--- src/rtl/sigma_sched.sv ---
// Sequences product-memory reads tile by tile, accumulates sigma-tree sums per neuron in
// signed-magnitude with saturation, and hands each neuron result downstream via valid/ready.
module sigma_sched #(
  parameter int unsigned N       = 16,
  parameter int unsigned F       = 8,
  parameter int unsigned TILES   = 4,
  parameter int unsigned NEURONS = 8,
  localparam int unsigned NW = (NEURONS > 1) ? $clog2(NEURONS) : 1,
  localparam int unsigned TW = (TILES > 1) ? $clog2(TILES) : 1
) (
  input  logic          clk,
  input  logic          rst_n,
  input  logic          start,
  input  logic          clear,
  output logic          rd_en,
  output logic [NW-1:0] neuron_idx,
  output logic [TW-1:0] tile_idx,
  input  logic [N-1:0]  sigma_in,
  output logic [N-1:0]  acc_out,
  output logic          out_valid,
  input  logic          out_ready,
  output logic          busy,
  output logic          done
);

  if (TILES < 1 || TILES > 16) begin : g_bad_tiles
    $error("TILES must be in 1..16");
  end
  if (NEURONS < 1 || NEURONS > 256) begin : g_bad_neurons
    $error("NEURONS must be in 1..256");
  end
  if (F >= N) begin : g_bad_frac
    $error("F must be smaller than N");
  end

  typedef enum logic [2:0] {StIdle, StFetch, StAcc, StOut, StFin} state_e;

  state_e        state_q, state_d;
  logic [NW-1:0] neuron_q, neuron_d;
  logic [TW-1:0] tile_q, tile_d;
  logic [N-1:0]  acc_q, acc_d;
  logic [N-1:0]  acc_out_q, acc_out_d;
  logic          rd_en_q, rd_en_d;
  logic          out_valid_q, out_valid_d;
  logic          busy_q, busy_d;
  logic          done_q, done_d;
  logic [N-1:0]  sum;

  // Signed-magnitude add; -0 on either input behaves as +0, result is never -0.
  function automatic logic [N-1:0] sm_add(input logic [N-1:0] a, input logic [N-1:0] b);
    logic          sa, sb, s;
    logic [N-2:0]  ma, mb, m;
    logic [N-1:0]  wide;
    sa   = a[N-1];
    ma   = a[N-2:0];
    mb   = b[N-2:0];
    sb   = b[N-1] & (mb != '0);
    wide = '0;
    if (sa == sb) begin
      wide = {1'b0, ma} + {1'b0, mb};
      s    = sa;
      m    = wide[N-1] ? '1 : wide[N-2:0];
    end else if (ma >= mb) begin
      s = sa;
      m = ma - mb;
    end else begin
      s = sb;
      m = mb - ma;
    end
    if (m == '0) s = 1'b0;
    return {s, m};
  endfunction

  always_comb begin
    state_d   = state_q;
    neuron_d  = neuron_q;
    tile_d    = tile_q;
    acc_d     = acc_q;
    acc_out_d = acc_out_q;
    sum       = sm_add(acc_q, sigma_in);

    unique case (state_q)
      StIdle: begin
        if (start) begin
          state_d  = StFetch;
          neuron_d = '0;
          tile_d   = '0;
          acc_d    = '0;
        end
      end
      StFetch: state_d = StAcc;
      StAcc: begin
        acc_d = sum;
        if (tile_q != TW'(TILES - 1)) begin
          tile_d  = tile_q + TW'(1);
          state_d = StFetch;
        end else begin
          acc_out_d = sum;
          state_d   = StOut;
        end
      end
      StOut: begin
        if (out_ready) begin
          if (neuron_q != NW'(NEURONS - 1)) begin
            neuron_d = neuron_q + NW'(1);
            tile_d   = '0;
            acc_d    = '0;
            state_d  = StFetch;
          end else begin
            state_d = StFin;
          end
        end
      end
      StFin: begin
        state_d  = StIdle;
        neuron_d = '0;
        tile_d   = '0;
      end
      default: state_d = StIdle;
    endcase

    if (clear) begin
      state_d   = StIdle;
      neuron_d  = '0;
      tile_d    = '0;
      acc_d     = '0;
      acc_out_d = '0;
    end

    // Outputs are decoded from the next state so they register alongside it.
    rd_en_d     = (state_d == StFetch);
    out_valid_d = (state_d == StOut);
    busy_d      = (state_d != StIdle);
    done_d      = (state_d == StFin);
  end

  always_ff @(posedge clk or negedge rst_n) begin
    if (!rst_n) begin
      state_q     <= StIdle;
      neuron_q    <= '0;
      tile_q      <= '0;
      acc_q       <= '0;
      acc_out_q   <= '0;
      rd_en_q     <= 1'b0;
      out_valid_q <= 1'b0;
      busy_q      <= 1'b0;
      done_q      <= 1'b0;
    end else begin
      state_q     <= state_d;
      neuron_q    <= neuron_d;
      tile_q      <= tile_d;
      acc_q       <= acc_d;
      acc_out_q   <= acc_out_d;
      rd_en_q     <= rd_en_d;
      out_valid_q <= out_valid_d;
      busy_q      <= busy_d;
      done_q      <= done_d;
    end
  end

  assign rd_en      = rd_en_q;
  assign neuron_idx = neuron_q;
  assign tile_idx   = tile_q;
  assign acc_out    = acc_out_q;
  assign out_valid  = out_valid_q;
  assign busy       = busy_q;
  assign done       = done_q;

endmodule

--- config.mk ---
export PLATFORM = sky130hd
export DESIGN_NAME = sigma_sched
export DESIGN_NICKNAME = d
export VERILOG_FILES = /design/src/rtl/sigma_sched.sv
export SDC_FILE = /design/constraint.sdc
export NUM_CORES = 1
export LEC_CHECK = 0
export CAP_MARGIN = 20
export CORE_MARGIN = 3
export CORE_UTILIZATION = 60
export CTS_BUF_LIST = sky130_fd_sc_hd__clkbuf_4 sky130_fd_sc_hd__clkbuf_8
export DETAILED_ROUTE_END_ITERATION = 6
export GPL_TIMING_DRIVEN = 0
export HOLD_SLACK_MARGIN = 0.03
export PLACE_DENSITY = 0.95
export SLEW_MARGIN = 40
export SYNTH_ARGS = -nofsm -noshare
export SYNTH_HDL_FRONTEND = slang
export SYNTH_SLANG_ARGS = --single-unit
--- constraint.sdc ---
create_clock -name clk -period 5.3 [get_ports clk]
set_input_delay 1.06 -clock clk [delete_from_list [all_inputs] [get_ports clk]]
set_output_delay 1.06 -clock clk [all_outputs]
set_load 0.005 [all_outputs]
## Yosys cells after proc, flatten, opt, wreduce, memory -nomap -nowiden

Cells that the tools add are included.

- Register bits after elaboration: 44
- Output and inout bits: 25
- Input port bits: 21
- Word-level logic and storage cells: 74

- Mux-type cells: 31
- Order comparisons: 1
- Bitwise logic cells: 1
- $add $sub $neg: 5
- Equality and inequality tests: 15
- Reduce and logical (&&, ||, !) cells: 12

Operators with widths:

| operator | count |
|---|---|
| 16-bit two-way mux | 7 |
| 16-bit case mux with 3 select lines | 1 |
| 15-bit two-way mux | 3 |
| 15-bit subtractor | 2 |
| 3-bit two-way mux | 8 |
| 15-bit by 15-bit adder with 16-bit output | 1 |
| 15-bit >= comparator | 1 |
| 15-bit zero test | 1 |
| 3-bit != test, second input constant | 5 |
| 15-bit nonzero test | 1 |
| 2-bit two-way mux | 6 |
| 3-bit case mux with 4 select lines | 1 |
| 3-bit by 2-bit == test with 1-bit output, second input constant | 3 |
| 3-bit case mux with 3 select lines | 1 |
| 2-bit case mux with 4 select lines | 1 |
| 4-bit AND reduction | 2 |
| 4-bit nonzero test | 2 |
| 3-bit by 1-bit == test with 1-bit output, second input constant | 2 |
| 3-bit == test, second input constant | 2 |
| 5-bit AND reduction | 1 |
| 5-bit nonzero test | 1 |
| 2-bit != test, second input constant | 2 |
| 3-bit by 1-bit adder with 3-bit output, second input constant | 1 |
| 3-bit zero test | 1 |
| other kinds (7) | 9 |

## Depth between registers and ports, before layout

Gate-level depths: netlist of the first run.

- Depth after elaboration: 9
- Gate-level depth with buffers: 15
- Depth with buffers taken out: 14

## Least setup slack after synthesis of the first run

No wires, ideal clock.

- Path type: input to register
- Start: input port sigma_in[11]
- End: register acc_out_q[15], in the netlist acc_out[15]
- Stages on the path: 13
- Path buffers: 1
- Library setup time: 0.129 ns
- Arrival time: 3.949 ns
- Data required time: 5.171 ns
- Path slack: 1.222 ns
- Cell sequence: inv_1 ha_1 buf_2 nand2_1 nor2_1 a2111o_1 a21oi_2 mux2_2 or3_1 a32oi_2 nand4_1 nor4_2 o21ai_1

- Longest elaborated chain between the ends: 9
- Elaborated cells on any way between the ends: 17
- Classes of those cells: 3 x add/sub; 1 x order compare; 1 x eq/ne; 9 x mux; 1 x bitwise; 2 x reduce/logical

Ends and longest elaborated chain:

| item | line | text |
|---|---|---|
| start, declared | 18 | `input logic [N-1:0] sigma_in,` |
| parallel branches: the longest is 5 deep, another holds 15-bit by 15-bit adder with 16-bit output | n/a |  |
| 1-bit two-way mux (*) | 70 | `if (m == '0) s = 1'b0;` |
| 16-bit two-way mux (*) | 94 | `if (tile_q != TW'(TILES - 1)) begin` |
| 16-bit two-way mux (*) | 82 | `unique case (state_q)` |
| 16-bit two-way mux (*) | 122 | `if (clear) begin` |
| end signal, assigned | 153 | `acc_out_q <= acc_out_d;` |
| end, declared | 42 | `logic [N-1:0] acc_out_q, acc_out_d;` |

Mark *: on every way between the ends. The select of a mux whose other input is x is not followed.
A chain may end at the register's enable or synchronous reset.

## Worst setup path after layout of the first run

- Start: input port sigma_in[1]
- End: register acc_out_q[15], in the netlist acc_out[15]

The elaborated chain is that of the path after synthesis.

==> results of run 1 <==
worst reg2reg max path, stage by stage (launching register included):
cell and delay (ns):
dfrtp_1 0.45, ha_1 0.38, buf_2 0.25, o211ai_1 0.12, a21oi_1 0.40, o21a_1 0.38, a21o_1 0.22, buf_2 0.31
mux2_2 0.39, a21oi_1 0.12, o32a_1 0.30, nand4_1 0.18, nor4_2 0.38, o21ai_1 0.12
kinds of logic (layout without fill, tap and decap cells):
logic type	count (synthesis)	after routing	share of synthesized area, %
muxes	17	17	3.99
xor gates and xnor gates	2	2	0.396
buffers and inverters	78	135	7.21
and+or+nand+nor	162	162	18.8
DFF	44	44	24.9
AOI/OAI and AO/OA	182	182	28.9
adders and majority gates	54	54	15.8
final timing paths:
path	from	to	slack, ns	cells past startpoint
worst max-delay path	sigma_in[1]	acc_out[15]	0.26	14
worst min-delay path	acc_out[2]	acc_out[2]	0.52	1
worst max register to register	acc_q[4]	acc_out[15]	1.18	13
worst min register to register	acc_out[2]	acc_out[2]	0.52	1
max in group asynchronous	rst_n	acc_q[2]	4.20	1
min in group asynchronous	rst_n	neuron_idx[0]	0.74	1
cell usage after synthesis, types with 9 or more instances:
master	count	area share, %
a21oi_1	34	3.8
clkbuf_1	15	1.3
ha_1	51	14
o21ai_0	32	3.6
nor3_1	9	1.0
a21o_1	13	2.2
inv_1	52	4.4
a211oi_1	13	2.2
nand3_1	11	1.2
dfrtp_1	44	25
buf_2	9	1.0
nand2_1	42	3.6
nor2_1	43	3.6
mux2i_1	12	2.7
a22o_1	22	4.4
cell type report:
cell class | instances | area, µm²
buffer | 26 | 124
clock buffer | 5 | 68.8
clock inverter | 3 | 42.5
fill | 521 | 1830
inverter | 52 | 195
multi-input combinational | 417 | 3030
sequential | 44 | 1100
tap | 96 | 120
timing repair buffer | 49 | 475
timing repair:
| item | CTS | global route |
|---|---|---|
| endpoints found under the setup margin | 0 | 2 |
| setup buffers | 0 | 5 |
| resized for setup | 0 | 3 |
stage by stage:
step	worst slack, ns	instance area, µm²
6_report	0.263	5150
5_1_grt	0.0408	5150
4_1_cts	0.119	5090
3_5_place_dp	-0.211	4980
3_3_place_gp	-0.172	4990
2_1_floorplan	1.22	4430
routing by layer:
layer | share of wire [%] | track usage [%]
met1 | 38 | 44.1
met2 | 46 | 57.8
met3 | 11 | 6.32
met4 | 5.3 | 17.5
met5 | 0 | 0
flip-flops by register name (all words and copies together) (netlist names):
signal	count
out_valid	1
state_q	3
tile_idx	2
acc_out	16
busy	1
done	1
rd_en	1
neuron_idx	3
acc_q	16
power by group through the flow:
stage / Combinational, mW / Clock, mW / Sequential [mW]
after floorplan: 0.183 / 0 / 0.354
after global placement: 0.273 / 0 / 0.356
after detailed placement: 0.280 / 0 / 0.356
after CTS: 0.285 / 0.253 / 0.350
after global routing: 0.321 / 0.269 / 0.351
final: 0.299 / 0.254 / 0.350
==> run_results.csv, run 1 <==
group,metric,value,unit
status,status,"finished clean",
floorplanning,fp.coreArea,6980,µm²
clocking,cts-hold-fix-buffers,0,
clocking,cts_root_buffer,"clkbuf_8",
synthesis,ys_seq_elements,44,
clocking,clk_path_buf_depth,2,
timing,max-slew-margin-rel,46.9,%
routing,routed_wl,14900,µm
finish,fin_util,73.8,%
floorplanning,die_h,91.9,µm
synthesis,yosys_warnings,0,
pwr,leakagePower,2.39,nW
floorplanning,die_area,8440,µm²
clocking,insertion_delay,0.30,ns
floorplanning,io_pins,46,
timing,fmax,199,MHz
global_route,grt_usage,35.1,%
routing,detail_route.first_pass.iterations,5,
finish,final_cells,692,
finish,nets,670,
placement,place_inst,679,
pwr,sw_frac_of_total,34.8,%
clocking,cts_sinks,44,
finish,layout_commonest_cell,"inv_1",
pwr,power.internal,0.589,mW
finish,area_delta_synth_final,16.5,%
global_route,grt_pass1_wl,23400,µm
worst_setup_path,cp_data_required_time,5.48,ns
clocking,cts_made_buffers,5,
routing,num_vias,4757,
synthesis,synth_seq_area_share,24.9,%
timing,setup_viol,0,
global_route,grt_pass1_vias,4611,
pwr,power.switching,0.314,mW
flow_run,maxCapViolations,0,
clocking,cts.htree.levels,2,
timing,holdWs,0.516,ns
routing,drt-initial-drc-count,577,
worst_setup_path,startpoint_type,"input port",
worst_setup_path,crit_path_end_kind,"register",
synthesis,netlist_area,4430,µm²
placement,port_buffers,44,
synthesis,ys_types,66,
pwr,fin_total_pwr,0.903,mW
synthesis,synth-async-reset-ratio,100,%
routing,post_drt_wl_per_cell,21.5,µm
finish,drive_gt1_share,8.22,%
worst_setup_path,crit_path_frequent_cell,"a21oi_1",
pwr,clockPowerShare,28.1,%
worst_setup_path,path_cells,"clkdlybuf4s50_1 -> inv_1 -> ha_1 -> nand2b_1 -> a21oi_1 -> o21a_1 -> a21o_1 -> buf_2 -> mux2_2 -> a21oi_1 -> o32a_1 -> nand4_1 -> nor4_2 -> o21ai_1",
worst_setup_path,crit_path_max_incr_delay,0.71,ns
timing,finalMaxSlewViolations,0,
placement,hpwlAfterDp,11200,µm
worst_setup_path,crit_buf_inv,3,
timing,hold_violations,0,
placement,place.gp.congestion,1.03,
floorplanning,chipWidth,91.9,µm
synthesis,synth-edff-count,0,
worst_setup_path,crit_fanout,10,
timing,min_period_over_period,95.0,%
timing,worst_pin_slew,0.789,ns
worst_setup_path,crit_family,"compound AO/OA/AOI/OAI gates",
finish,final_cell_mix,"inv_1, ha_1, dfrtp_1",
global_route,grt_start_max_net_pins,45,
global_route,antenna_found_initial,0,
global_route,grt_overflow_total,0,
timing,skew,0.00925,ns
worst_setup_path,cp.arrival,5.22,ns
worst_setup_path,path_class,"in2reg",
synthesis,synth_ff_type,"dfrtp_1",
clocking,cts_tree,"done",
pwr,combPwrFrac,33.1,%
floorplanning,rows,30,
routing,viasPerCell,6.87,
worst_hold_path,worst_hold_path_type,"reg2reg",
pwr,vdd_drop_max,0.249,mV
worst_setup_path,slowest_stage,"clkdlybuf4s50_1",
timing,fin_crit,5.04,ns
timing,grt_setup_unrepaired,"no",
pwr,p_per_area,175,nW/µm²
timing,fin_setup_tns,0,ns
routing,drc,0,
synthesis,syn-num-nets,614,
synthesis,netlist_instances,539,
pwr,seqPwrFrac,38.8,%
routing,postRouteAntennaNets,0,
clocking,clk_pin_slew,0.09,ns
synthesis,synth.avg_cell_area,8.21,µm²
finish,diodes,0,
floorplanning,initial_core_util,63.4,%
No activity file was read; power rests on OpenSTA's default activity.
==> run 2, diff against run 1 <==
- HOLD_SLACK_MARGIN: 0.03 -> 0.1
- PLACE_DENSITY: 0.95 -> 0.93
==> run 2 against run 1 <==
Compared with the run above: fmax shrank 2.1%; clock skew increased by 0.0038 ns; hold slack got worse by 0.0066 ns; critical path type unchanged; via count decreased by 1.1%; sequential share of layout area hardly changed; highest routed layer is now met5; power grew 0.31%; register-to-register slack worse by 0.07 ns; cell area fell by 0.15%; flip-flop and latch count is the same; critical path depth is 1 higher.
==> run_results.csv, run 2 (synthesis gave the netlist of run 1 again) <==
group,metric,value,unit
worst_hold_path,worst_hold_path_type,"reg2reg",
placement,place.gp.congestion,1.03,
clocking,clk_pin_slew,0.08,ns
status,status,"finished clean",
worst_setup_path,r2r-start,"acc_q[5]",
timing,fin_crit,5.15,ns
routing,postRouteAntennaNets,0,
global_route,grt_start_max_net_pins,45,
worst_setup_path,r2r-end,"acc_out[15]",
placement,place_inst,679,
finish,fillerInstances,524,
worst_setup_path,crit_path_end_kind,"register",
timing,max-slew-margin-rel,54.3,%
pwr,power.switching,0.315,mW
pwr,vdd_drop_max,0.229,mV
clocking,cts_made_buffers,5,
clocking,insertion_delay,0.30,ns
floorplanning,initial_core_util,63.4,%
placement,port_buffers,44,
worst_setup_path,rr_worst_depth,13,
worst_setup_path,startpoint,"sigma_in[10]",
floorplanning,io_pins,46,
finish,final_cell_mix,"inv_1, ha_1, dfrtp_1",
pwr,p_per_area,176,nW/µm²
flow_run,maxCapViolations,0,
global_route,grt_usage,32.9,%
timing,finalMaxSlewViolations,0,
floorplanning,die_h,91.9,µm
clocking,clk_path_buf_depth,2,
pwr,leakagePower,2.38,nW
routing,viasPerCell,6.82,
routing,detail_route.first_pass.iterations,7,
pwr,clockPowerShare,28.8,%
floorplanning,fp.coreArea,6980,µm²
worst_setup_path,rrSetupSlack,1.11,ns
finish,area_delta_synth_final,16.3,%
placement,hpwlAfterDp,10600,µm
finish,diodes,0,
routing,drc,0,
global_route,grt_pass1_wl,22300,µm
floorplanning,rows,30,
timing,hold_violations,0,
worst_setup_path,crit_fanout,10,
finish,final_cells,690,
worst_setup_path,startpoint_type,"input port",
global_route,grt_overflow_total,0,
timing,skew,0.0130,ns
worst_hold_path,hold_start,"acc_out[13]",
floorplanning,chipWidth,91.9,µm
clocking,cts_root_buffer,"clkbuf_8",
floorplanning,die_area,8440,µm²
routing,drt-initial-drc-count,650,
worst_setup_path,cp.arrival,5.32,ns
clocking,cts_tree,"done",
routing,num_vias,4706,
worst_hold_path,min_to,"acc_out[13]",
clocking,cts_sinks,44,
pwr,sw_frac_of_total,34.7,%
timing,min_period_over_period,97.1,%
global_route,antenna_found_initial,1,
worst_hold_path,whs_path_depth,2,
worst_setup_path,cp_data_required_time,5.47,ns
finish,nets,668,
clocking,cts-hold-fix-buffers,0,
finish,drive_gt1_share,8.08,%
clocking,cts.htree.levels,2,
timing,setup_viol,0,
pwr,seqPwrFrac,38.7,%
timing,fmax,194,MHz
routing,post_drt_wl_per_cell,20.3,µm
finish,fin_util,73.7,%
global_route,grt_pass1_vias,4514,
pwr,combPwrFrac,32.5,%
timing,worst_pin_slew,0.680,ns
worst_setup_path,path_class,"in2reg",
pwr,power.internal,0.591,mW
routing,routed_wl,14000,µm
finish,layout_commonest_cell,"inv_1",
## run 2: how the worst max path moves through the flow
stage | end | slack [ns] | cells past startpoint
2_1_floorplan | acc_out[15] | 1.22 | 13
3_3_place_gp | acc_out[15] | -0.11 | 14
3_5_place_dp | acc_out[15] | -0.09 | 14
4_1_cts | acc_out[15] | 0.18 | 14
5_1_grt | acc_out[15] | -0.06 | 15
6_report | acc_out[15] | 0.15 | 15
## run 2: layout make-up
cell class,instances,area (µm²),share of cell area [%]
timing repair buffer,47,460,8.95
buffer,26,124,2.41
tap,96,120,2.33
inverter,52,195,3.79
sequential,44,1100,21.4
clock inverter,3,46.3,0.899
clock buffer,5,68.8,1.34
multi-input combinational,417,3030,58.9
## run 2: per-layer routing
metal / up-vias / wire length, µm / GRT usage [%]
met5: - / 11 / 0
met4: 2 / 645 / 15.1
met3: 85 / 1370 / 4.76
met2: 321 / 6420 / 54.4
met1: 2219 / 5590 / 42.5
li1: 2079 / - / -
## run 2: repair_timing
action | in CTS | in global routing
buffers inserted | 0 | 3
gates resized for setup | 0 | 4
endpoints found under the setup margin | 0 | 2
## run 2: power groups by stage
stage,clock (mW),combinational (mW),sequential (mW)
floorplan,0,0.183,0.354
global placement,0,0.271,0.356
detailed placement,0,0.277,0.356
CTS,0.262,0.281,0.350
global route,0.275,0.316,0.351
finish,0.261,0.295,0.350
## run 2: critical path, cell delays in order
cell,delay [ns]
clkdlybuf4s50_1,0.64
inv_1,0.11
ha_1,0.33
buf_2,0.23
nand4_1,0.21
nor4_2,0.43
a2111o_1,0.33
a21o_1,0.18
buf_2,0.30
mux2i_1,0.41
a22oi_1,0.17
mux2i_2,0.30
nand4bb_1,0.16
nor4_2,0.33
o21ai_1,0.12
## run 2: metrics by stage
step	worst slack (ns)	area, µm²	hold WS, ns	total power [mW]	TNS [ns]
2_1_floorplan	1.22	4430	0.473	0.537	0
3_3_place_gp	-0.115	4990	0.474	0.626	-0.196
3_5_place_dp	-0.0873	4980	0.480	0.634	-0.152
4_1_cts	0.178	5100	0.507	0.892	0
5_1_grt	-0.0649	5150	0.541	0.941	-0.101
6_report	0.154	5150	0.510	0.906	0
==> run 3, diff against run 2 <==
- CORE_ASPECT_RATIO: default -> 1.75
==> run 3 against run 2 <==
Compared with the run above: sequential share of layout area up 0.094 points; clock skew decreased by 0.0098 ns; hold slack got worse by 0.012 ns; cell area shrank 0.44%; final cell count is 1.7% lower; via count fell by 1.3%; worst setup slack better by 0.048 ns; wire length up 4.6%; flip-flop and latch count did not move; first-iteration DRC count shrank 35%; power shrank 0.94%.
==> run_results.csv, run 3 (synthesis gave the netlist of run 1 again) <==
group,metric,value,unit
routing,num_vias,4644,
floorplanning,chipWidth,70.9,µm
timing,setup_viol,0,
clocking,cts_made_buffers,5,
clocking,insertion_delay,0.29,ns
placement,port_buffers,44,
global_route,grt_start_max_net_pins,45,
routing,post_drt_wl_per_cell,21.6,µm
floorplanning,io_pins,46,
routing,drt-initial-drc-count,422,
finish,final_cell_mix,"inv_1, ha_1, dfrtp_1",
routing,detail_route.first_pass.iterations,5,
pwr,p_per_area,175,nW/µm²
placement,place.gp.congestion,1.03,
clocking,cts.htree.levels,2,
pwr,leakagePower,2.39,nW
timing,min_period_over_period,96.2,%
pwr,vdd_drop_max,0.209,mV
routing,routed_wl,14700,µm
worst_setup_path,startpoint_type,"input port",
global_route,grt_usage,34.8,%
global_route,grt_overflow_total,0,
worst_setup_path,path_class,"in2reg",
worst_setup_path,cp.arrival,5.27,ns
floorplanning,initial_core_util,63.2,%
timing,fin_setup_tns,0,ns
timing,grt_setup_unrepaired,"no",
worst_setup_path,cp_data_required_time,5.48,ns
clocking,cts_root_buffer,"clkbuf_8",
routing,viasPerCell,6.85,
clocking,cts_sinks,44,
finish,area_delta_synth_final,15.8,%
clocking,clk_pin_slew,0.08,ns
finish,diodes,0,
floorplanning,die_h,120,µm
floorplanning,rows,40,
flow_run,maxCapViolations,0,
finish,nets,668,
finish,layout_commonest_cell,"inv_1",
floorplanning,die_area,8480,µm²
clocking,cts_tree,"done",
routing,drc,0,
routing,postRouteAntennaNets,0,
status,status,"finished clean",
timing,hold_violations,0,
timing,fmax,196,MHz
worst_setup_path,crit_fanout,10,
placement,hpwlAfterDp,11600,µm
finish,drive_gt1_share,7.91,%
global_route,antenna_found_initial,0,
clocking,clk_path_buf_depth,2,
worst_setup_path,crit_path_end_kind,"register",
timing,fin_crit,5.10,ns
timing,worst_pin_slew,0.850,ns
global_route,grt_pass1_wl,23100,µm
timing,skew,0.00322,ns
worst_hold_path,worst_hold_path_type,"reg2reg",
placement,place_inst,667,
global_route,grt_pass1_vias,4566,
timing,finalMaxSlewViolations,0,
finish,final_cells,678,
floorplanning,fp.coreArea,7010,µm²
timing,max-slew-margin-rel,42.9,%
-- run 3: stage by stage --
step	instance area [µm²]	power, mW	worst slack (ns)	utilization, %	hold slack, ns
floorplan	4430	0.537	1.22	-	0.473
global placement	4970	0.631	-0.212	70.9	0.480
detailed placement	4970	0.637	-0.146	70.9	0.479
CTS	5080	0.887	0.132	72.5	0.507
global route	5120	0.935	0.0264	73.1	0.523
finish	5120	0.897	0.203	73.1	0.498
-- run 3: per-layer routing --
| layer | part of all wire (%) | GRT usage [%] |
|---|---|---|
| met5 | 0 | 0 |
| met4 | 7.4 | 21.8 |
| met3 | 5.8 | 3.52 |
| met2 | 51 | 62.2 |
| met1 | 36 | 38.3 |
-- run 3: area by class of cell --
type | instances | area (µm²)
flip-flops and latches | 44 | 1100
plain buffers | 26 | 124
well taps | 84 | 105
inverters | 52 | 195
multi-input cells | 417 | 3030
fillers | 524 | 1880
clock inverters | 2 | 35.0
repair buffers | 47 | 460
clock buffers | 6 | 76.3
-- run 3: report_power, final --
part,switching (mW),leakage [nW],internal [mW]
sequential,0.00820,0.609,0.342
clock,0.107,0.0586,0.145
combinational,0.189,1.72,0.107
-- run 3: what timing repair did --
action | in CTS | in global routing
hold buffers | 0 | 0
resized for setup | 0 | 4
endpoints found under the hold margin | 0 | 0
buffers inserted | 0 | 2
endpoints found under the setup margin | 0 | 2
-- run 3: critical path, stage by stage --
cell and delay (ns):
clkdlybuf4s50_1 0.58, inv_1 0.07, ha_1 0.27, clkbuf_1 0.34, nand4_1 0.20, nor4_2 0.38
a2111o_1 0.33, a21o_1 0.20, buf_2 0.32, mux2_2 0.39, a21oi_1 0.15, o32a_1 0.31
nand4_1 0.21, nor4_2 0.33, o21ai_1 0.11
-- run 3: path summary, 6_finish.rpt --
kind,from,to,slack [ns],depth (start not counted)
worst max-delay path,sigma_in[5],acc_out[15],0.20,15
worst min-delay path,acc_out[4],acc_out[4],0.50,2
worst max register to register,acc_q[5],acc_out[15],1.14,13
worst min register to register,acc_out[4],acc_out[4],0.50,2
max in group asynchronous,rst_n,rd_en,4.18,1
min in group asynchronous,rst_n,acc_out[11],0.73,1
